==> src/rtl/intpol_lin_nch_fifo.sv <==
// N-channel linear interpolator (factor 2^l) fed from a shared FWFT FIFO.
// One FSM steps all channels in lockstep; output issue stalls on downstream almost-full.
module intpol_lin_nch_fifo #(
    parameter int DW        = 32,
    parameter int NCH       = 2,
    parameter int LOG2_LMAX = 3,
    parameter int FIFO_AW   = 3,
    parameter int AF_MARGIN = 2
) (
    input  logic                 clk,
    input  logic                 rst_a,
    input  logic                 start,
    input  logic                 cfg_bypass,
    input  logic [LOG2_LMAX-1:0] cfg_log2_l,
    input  logic [31:0]          cfg_nsamp,
    input  logic                 in_valid,
    input  logic [NCH*DW-1:0]    in_data,
    output logic                 in_afull,
    output logic                 in_ovf,
    input  logic                 out_afull_i,
    output logic                 out_valid,
    output logic [NCH*DW-1:0]    out_data,
    output logic                 busy,
    output logic                 done,
    output logic                 stop_empty,
    output logic                 stop_afull
);
    localparam int DEPTH = 1 << FIFO_AW;
    localparam int AW    = DW + LOG2_LMAX + 1;
    localparam int LW    = $clog2(LOG2_LMAX + 1);

    typedef enum logic [2:0] {S_IDLE, S_LOAD, S_FETCH, S_INTERP, S_LAST, S_DONE} state_t;

    function automatic logic signed [AW-1:0] ext_x(input logic signed [DW-1:0] v);
        return {{(AW-DW){v[DW-1]}}, v};
    endfunction

    function automatic logic signed [AW-1:0] ext_d(input logic signed [DW:0] v);
        return {{(AW-DW-1){v[DW]}}, v};
    endfunction

    function automatic logic signed [DW:0] diff(input logic signed [DW-1:0] a,
                                                input logic signed [DW-1:0] b);
        return {a[DW-1], a} - {b[DW-1], b};
    endfunction

    // Arithmetic shift gives floor division; the result always lies between x0 and x1.
    function automatic logic signed [DW-1:0] floor_shift(input logic signed [AW-1:0] acc,
                                                         input logic [LW-1:0] l);
        logic signed [AW-1:0] t;
        t = acc >>> l;
        return t[DW-1:0];
    endfunction

    state_t                 r_state;
    logic [NCH*DW-1:0]      r_mem [DEPTH];
    logic [FIFO_AW-1:0]     r_wp, r_rp;
    logic [FIFO_AW:0]       r_cnt;
    logic                   r_byp;
    logic [LW-1:0]          r_l;
    logic [31:0]            r_rem;
    logic [LOG2_LMAX-1:0]   r_k;
    logic signed [DW-1:0]   r_x0  [NCH];
    logic signed [DW-1:0]   r_x1  [NCH];
    logic signed [AW-1:0]   r_acc [NCH];
    logic signed [DW:0]     r_d   [NCH];

    logic                   w_empty, w_full, w_wr, w_pop, w_issue, w_more, w_k_last;
    logic                   w_stall_e, w_stall_a;
    logic [NCH*DW-1:0]      w_head, w_odata;
    logic [LW-1:0]          w_cfg_l;
    logic [LOG2_LMAX-1:0]   w_lmask;

    assign w_empty    = (r_cnt == '0);
    assign w_full     = (r_cnt == (FIFO_AW+1)'(DEPTH));
    assign w_head     = r_mem[r_rp];
    assign w_wr       = in_valid && (!w_full || w_pop);
    assign in_afull   = (r_cnt >= (FIFO_AW+1)'(DEPTH - AF_MARGIN));
    assign w_cfg_l    = (int'(cfg_log2_l) > LOG2_LMAX) ? LW'(LOG2_LMAX) : LW'(cfg_log2_l);
    assign w_lmask    = LOG2_LMAX'((1 << r_l) - 1);
    assign w_k_last   = (r_k == w_lmask);
    assign w_more     = r_byp && (r_rem != 32'd0);
    assign stop_empty = w_stall_e;
    assign stop_afull = w_stall_a;

    always_comb begin
        w_pop     = 1'b0;
        w_issue   = 1'b0;
        w_stall_e = 1'b0;
        w_stall_a = 1'b0;
        case (r_state)
            S_LOAD, S_FETCH: begin
                if (w_empty) w_stall_e = 1'b1;
                else         w_pop     = 1'b1;
            end
            S_INTERP: begin
                if (out_afull_i) w_stall_a = 1'b1;
                else             w_issue   = 1'b1;
            end
            // Bypass streams by issuing x0 and refilling it in the same cycle.
            S_LAST: begin
                if (out_afull_i)           w_stall_a = 1'b1;
                else if (w_more && w_empty) w_stall_e = 1'b1;
                else begin
                    w_issue = 1'b1;
                    w_pop   = w_more;
                end
            end
            default: ;
        endcase
    end

    always_comb begin
        w_odata = '0;
        for (int c = 0; c < NCH; c++)
            w_odata[c*DW +: DW] = (r_state == S_LAST) ? r_x0[c] : floor_shift(r_acc[c], r_l);
    end

    always_ff @(posedge clk) begin
        if (w_wr) r_mem[r_wp] <= in_data;
        for (int c = 0; c < NCH; c++) begin
            if ((r_state == S_LOAD || r_state == S_LAST) && w_pop)
                r_x0[c] <= w_head[c*DW +: DW];
            if (r_state == S_FETCH && w_pop) begin
                r_x1[c]  <= w_head[c*DW +: DW];
                r_acc[c] <= ext_x(r_x0[c]) <<< r_l;
                r_d[c]   <= diff(w_head[c*DW +: DW], r_x0[c]);
            end
            if (r_state == S_INTERP && w_issue) begin
                r_acc[c] <= r_acc[c] + ext_d(r_d[c]);
                if (w_k_last) r_x0[c] <= r_x1[c];
            end
        end
    end

    always_ff @(posedge clk or negedge rst_a) begin
        if (!rst_a) begin
            r_state   <= S_IDLE;
            r_wp      <= '0;
            r_rp      <= '0;
            r_cnt     <= '0;
            r_byp     <= 1'b0;
            r_l       <= '0;
            r_rem     <= '0;
            r_k       <= '0;
            in_ovf    <= 1'b0;
            out_valid <= 1'b0;
            out_data  <= '0;
            busy      <= 1'b0;
            done      <= 1'b0;
        end else begin
            done      <= 1'b0;
            out_valid <= w_issue;
            if (w_issue) out_data <= w_odata;
            if (w_wr)    r_wp <= r_wp + 1'b1;
            if (w_pop)   r_rp <= r_rp + 1'b1;
            case ({w_wr, w_pop})
                2'b10:   r_cnt <= r_cnt + 1'b1;
                2'b01:   r_cnt <= r_cnt - 1'b1;
                default: ;
            endcase
            if (in_valid && !w_wr) in_ovf <= 1'b1;

            case (r_state)
                S_IDLE: if (start) begin
                    r_byp   <= cfg_bypass || (w_cfg_l == '0);
                    r_l     <= w_cfg_l;
                    r_rem   <= cfg_nsamp - 32'd1;
                    in_ovf  <= 1'b0;
                    busy    <= 1'b1;
                    r_state <= (cfg_nsamp == 32'd0) ? S_DONE : S_LOAD;
                end
                S_LOAD: if (w_pop)
                    r_state <= (r_byp || r_rem == 32'd0) ? S_LAST : S_FETCH;
                S_FETCH: if (w_pop) begin
                    r_k     <= '0;
                    r_state <= S_INTERP;
                end
                S_INTERP: if (w_issue) begin
                    r_k <= r_k + 1'b1;
                    if (w_k_last) begin
                        r_rem   <= r_rem - 32'd1;
                        r_state <= (r_rem == 32'd1) ? S_LAST : S_FETCH;
                    end
                end
                S_LAST: if (w_issue) begin
                    if (w_more) r_rem   <= r_rem - 32'd1;
                    else        r_state <= S_DONE;
                end
                S_DONE: begin
                    done    <= 1'b1;
                    busy    <= 1'b0;
                    r_state <= S_IDLE;
                end
                default: r_state <= S_IDLE;
            endcase
        end
    end
endmodule

==> config.mk <==
export PLATFORM = sky130hd
export DESIGN_NAME = intpol_lin_nch_fifo
export DESIGN_NICKNAME = d
export VERILOG_FILES = /design/src/rtl/intpol_lin_nch_fifo.sv
export SDC_FILE = /design/constraint.sdc
export NUM_CORES = 2
export LEC_CHECK = 0
export CORE_UTILIZATION = 62
export CTS_CLUSTER_SIZE = 20
export DETAILED_ROUTE_END_ITERATION = 10
export PLACE_DENSITY = 0.79
export SETUP_SLACK_MARGIN = 0.05
export SLEW_MARGIN = 25
export SYNTH_ARGS = -nofsm -noshare
export SYNTH_HDL_FRONTEND = slang
export SYNTH_SLANG_ARGS = --single-unit
==> constraint.sdc <==
create_clock -name clk -period 14.7 [get_ports clk]
set_clock_uncertainty 0.05 [all_clocks]
set_input_delay 2.94 -clock clk [delete_from_list [all_inputs] [get_ports clk]]
set_output_delay 2.94 -clock clk [all_outputs]
set_load 0.005 [all_outputs]
==> Word level (Yosys, flattened, before mapping) <==
Memory sizes are Yosys's and may differ from the RTL's.
Cells that the tools add are included.
{ "word_totals": {"ram_bits": 778, "in_bits": 105, "reg_bits": 119, "n_memories": 5} }
{ "memory_table": {"columns": ["name", "words", "width", "rd", "rd_ports_with_merged_regs", "wr", "line", "rtl"], "rows": [
  ["r_mem", 8, 64, 1, 0, 1, "56", "logic [NCH*DW-1:0] r_mem [DEPTH];"],
  ["r_acc", 2, 36, 2, 0, 2, "65", "logic signed [AW-1:0] r_acc [NCH];"],
  ["r_d", 2, 33, 2, 0, 2, "66", "logic signed [DW:0] r_d [NCH];"],
  ["r_x0", 2, 32, 2, 0, 2, "63", "logic signed [DW-1:0] r_x0 [NCH];"],
  ["r_x1", 2, 32, 2, 0, 2, "64", "logic signed [DW-1:0] r_x1 [NCH];"]
]} }
{ "op_classes": {"n_addsub": 12, "n_eq_ne": 18, "n_mux": 59, "n_shift": 5, "n_lt_le_gt_ge": 2, "bitwise_logic": 4, "n_reduce_logical": 30} }
{ "op_table": {"columns": ["operator", "count"], "rows": [
  ["$mux W32", 9],
  ["$pmux W32 S3", 1],
  ["$add A36 B33 Y36", 2],
  ["$mux W36", 2],
  ["$sshl A32 B2 Y36", 2],
  ["$sshr A36 B2 Y32", 2],
  ["$sub A32 B32 Y33", 2],
  ["$logic_not A32 Y1", 2],
  ["$sub A32 B1 Y32 const B", 2],
  ["$mux W3", 12],
  ["$eq A32 B1 Y1 const B", 1],
  ["$reduce_bool A32 Y1", 1],
  ["$mux W1", 27],
  ["$ne A2 B2 Y1 const B", 8],
  ["$pmux W3 S5", 1],
  ["$add A3 B1 Y3 const B", 3],
  ["$pmux W1 S2", 4],
  ["$pmux W4 S2", 1],
  ["$logic_and A1 B1 Y1", 7],
  ["$reduce_and A7 Y1", 1],
  ["$eq A3 B2 Y1 const B", 2],
  ["$eq A3 B3 Y1 const B", 2],
  ["$pmux W3 S2", 1],
  ["$reduce_and A6 Y1", 1],
  ["other kinds (23)", 34]
]} }

==> Longest topological paths before layout <==
{ "depth": {"word_depth": 13, "mapped_depth": 18, "mapped_depth_nobuf": 18} }

==> Worst setup path after synthesis <==
No wires, ideal clock.
{ "synth_timing": {"kind": "register to register", "from": "register r_state[2]", "to": "memory r_acc[0][0] in the netlist's numbering, enable pin", "stages_incl_launch_ff": 6, "setup_time_ps": 422, "path_slack_ps": 1969, "path_buffers": 1, "arrival_ps": 12259, "cell_sequence": "dfrtp_1 -> clkbuf_1 -> nand2b_1 -> nor3_1 -> nor2_1 -> inv_1"} }
{ "synth_rtl": {"columns": ["element", "line", "rtl"], "rows": [
  ["start: declaration", "55", "state_t r_state;"],
  ["start signal: assignment", "171", "r_state <= (cfg_nsamp == 32'd0) ? S_DONE : S_LOAD;"],
  ["start signal: assignment", "174", "r_state <= (r_byp || r_rem == 32'd0) ? S_LAST : S_FETCH;"],
  ["start signal: assignment", "183", "r_state <= (r_rem == 32'd1) ? S_LAST : S_FETCH;"],
  ["end: declaration", "65", null]
]} }

==> Final worst setup path <==
{ "layout_timing": {"from": "input port out_afull_i", "to": "output port stop_empty"} }
{ "layout_via": {"elab_chain_len": 2} }
{ "layout_lines": {"columns": ["element", "line", "rtl"], "rows": [
  ["start: declaration", "20", "input logic out_afull_i,"],
  ["$mux W1", "102", "if (out_afull_i) w_stall_a = 1'b1;"],
  ["$pmux W1 S2", "91", "case (r_state)"],
  ["end: declaration", "25", "output logic stop_empty,"]
]} }
Every way passes these cells.

==> metrics <==
hold slack 0.427 ns; Slew Viols, Final 0; Hold Fails Final Rpt 0; Cell variety after synth 86; io pins 176; Worst EP required 11.71 ns; CP top delay family buffers and inverters; final WL between 100000 and 150000 um; first-pass GRT wire length 167000 um; vias in the first global route 28.5k; # rows around 100; power per cell area around 260 mW/mm2; yosys warns 0; critical path peak fanout 10; H-tree levels 3; biggest area consumer among synthesized cells edfxtp_1; clk buf depth 3; layout cell share with drive strength beyond 1 0.149; post_cts resized 0; clk_lat worst skew 0.65 ns; area post-placement 0.0477 mm2; Final Cell Area around 0.051 mm2; status completed; ANT nets after route 0; Syn-to-layout area delta 12.9%; async set or reset register ratio after synthesis 0.133; most frequent cells in the layout 776 x edfxtp_1, 223 x a21oi_1, 190 x nor2_1; startpoint types primary input; Synth Flop Type edfxtp_1; Hold Crit Class flip-flop to flip-flop; post-synth top area share 0.519; CTS Hold Bufs 0; cell seen most often among critical-path stages clkdlybuf4s50_1; post-synthesis register bit count 895; Setup violations, final 0; period utilization 0.539; unrepaired setup endpoints after global routing no; Mapped Nets 3482; Post-synth EDFFs 776; total grt overflow 0; WP data arrival approximately 5 ns; sequential area share after synthesis 0.585; post-route DRC violation count 0; slew margin rel. 0.265; first drt pass iteration count 6; Initial Util 0.627; clock sinks 895; cell depth of the worst setup path 5; Worst VDD drop 134 uV; element type at the critical path end primary output; via count just under 30k; fin crit period about 8 ns; die footprint between 0.07 and 0.08 mm2; CP Cell Sequence clkdlybuf4s50_1 -> o31a_1 -> o21ai_2 -> and2_1 -> clkdlybuf4s50_1; mapped cell area between 0.04 and 0.05 mm2; initial antenna violation count 6; commonest non-fill, non-tap cell in the layout edfxtp_1; Avg Cell Area, Syn 13.9 um2; Bufs and invs on worst path 2; Mapped Cells 3232; Worst Setup Slack, final 6.78 ns; CTS tree yes; CP peak stage delay 0.57 ns; Core ar. 0.0716 mm2; f_max ~130 MHz; clk slew on worst S/H paths 0.05 ns; area of the multi-input gates around 0.018 mm2; die width ~270 um; worst-margin pin slew 1.10 ns; clock root cell clkbuf_16; pre-CTS setup slack between 6 and 7 ns; max cap viols 0; wire length per cell 24.3 um; Pleak 0.0191 uW; WHS Path Cells 2; Register Area 0.0263 mm2; DP HPWL 67400 um; TNS Setup 0 ns; R2R depth 15; largest net degree at the start of global routing 130; setup bufs post-CTS 0; # port buffers 175; clock buffer count from CTS 93; layout net count approximately 3.6k; total of fill cells in the finished design about 4.6k; total track usage 0.295; top cells by area, synth edfxtp_1 52%, mux4_2 9.2%, dfrtp_1 6.6%; die height approximately 270 um; WS Path Type primary input to primary output; Final GP Congestion between 0.9 and 1; routed vias/inst 6.53; drt initial violations 2894; slowest stage cell, crit path clkdlybuf4s50_1
-- power by group --
part	switching (uW)	leakage [uW]	internal (uW)
registers	631	0.00851	3870
logic	3590	0.00916	2880
clock network	993	0.00146	1350
-- cells in the mapped netlist (14+ instances only) --
master	count
a31oi_1	17
nand2_1	181
inv_1	114
nand2b_1	22
mux2_2	126
o21ai_0	168
nor4_1	16
ha_1	140
a21o_1	84
buf_2	14
buf_1	31
nor2b_1	18
xor2_1	60
and3_1	14
a211oi_1	23
a21oi_1	223
clkbuf_1	94
xnor2_1	89
edfxtp_1	776
nand4_1	14
nand3_1	45
mux4_2	184
nor2_1	194
nor3_1	51
and2_1	14
dfrtp_1	119
o31ai_1	15
mux2i_1	189
o21a_1	15
-- worst reg2reg max path, cell delays in order, from the launching register on --
cell,delay [ns]
dfrtp_4,0.95
buf_6,0.73
mux4_2,0.63
mux2_2,0.34
inv_1,0.11
ha_1,0.20
fa_1,0.23
nor2b_1,0.06
o21a_1,0.19
o31ai_1,0.39
a41oi_1,0.32
a21oi_1,0.38
o221ai_1,0.27
nor3_1,0.28
o31ai_1,0.15
a221oi_1,0.30
-- through the flow --
stage / instances / total power, uW / utilization
after detailed placement: 4245 / 10800 / 0.666
final: 4422 / 13300 / 0.709
after global routing: 4421 / 14100 / 0.708
after CTS: 4416 / 13300 / 0.708
after global placement: 4245 / 10600 / 0.665
after floorplan: 3232 / 9110 / -
-- cells by family after synthesis --
group                    share of synthesized area
flip-flops                                   0.585
AO/OA/AOI/OAI                               0.0896
AND/OR/NAND/NOR                             0.0665
multiplexers                                 0.166
buffers and inverters                       0.0226
XOR/XNOR                                    0.0290
adder cells (fa/ha/maj)                     0.0412
-- path summary, 6_finish.rpt --
check,slack [ns],start,to
worst min-delay path,0.43,out_data[26],out_data[26]
worst max register to register,8.92,r_rp[0],r_d[0][65]
worst min register to register,0.43,out_data[26],out_data[26]
min in group asynchronous,2.35,rst_a,out_data[12]
worst max-delay path,6.78,out_afull_i,stop_empty
max in group asynchronous,10.81,rst_a,r_rp[1]
-- registers in the layout (all words and copies together), names as in the netlist, 2 cells and up --
signal	count
r_mem	512
r_acc	70
r_d	66
out_data	64
r_x0	64
r_x1	64
r_rem	32
r_cnt	4
r_k	3
r_rp	3
r_state	3
r_wp	3
r_l	2
-- routing by layer --
layer	vias to the layer above	GRT usage	routed length (um)
li1	12833	-	-
met1	14628	0.428	45900
met2	1229	0.466	51100
met3	168	0.0457	8570
met4	2	0.0855	2100
met5	-	0	7
-- final cells by class --
class | count | area share
repair buffers | 208 | 0.0402
flip-flops and latches | 895 | 0.518
multi-input cells | 2078 | 0.350
clock inverters | 51 | 0.0107
inverters | 115 | 0.00853
diodes | 5 | 0.000247
well taps | 950 | 0.0234
clock buffers | 120 | 0.0487
No activity file was read; power rests on OpenSTA's default activity.
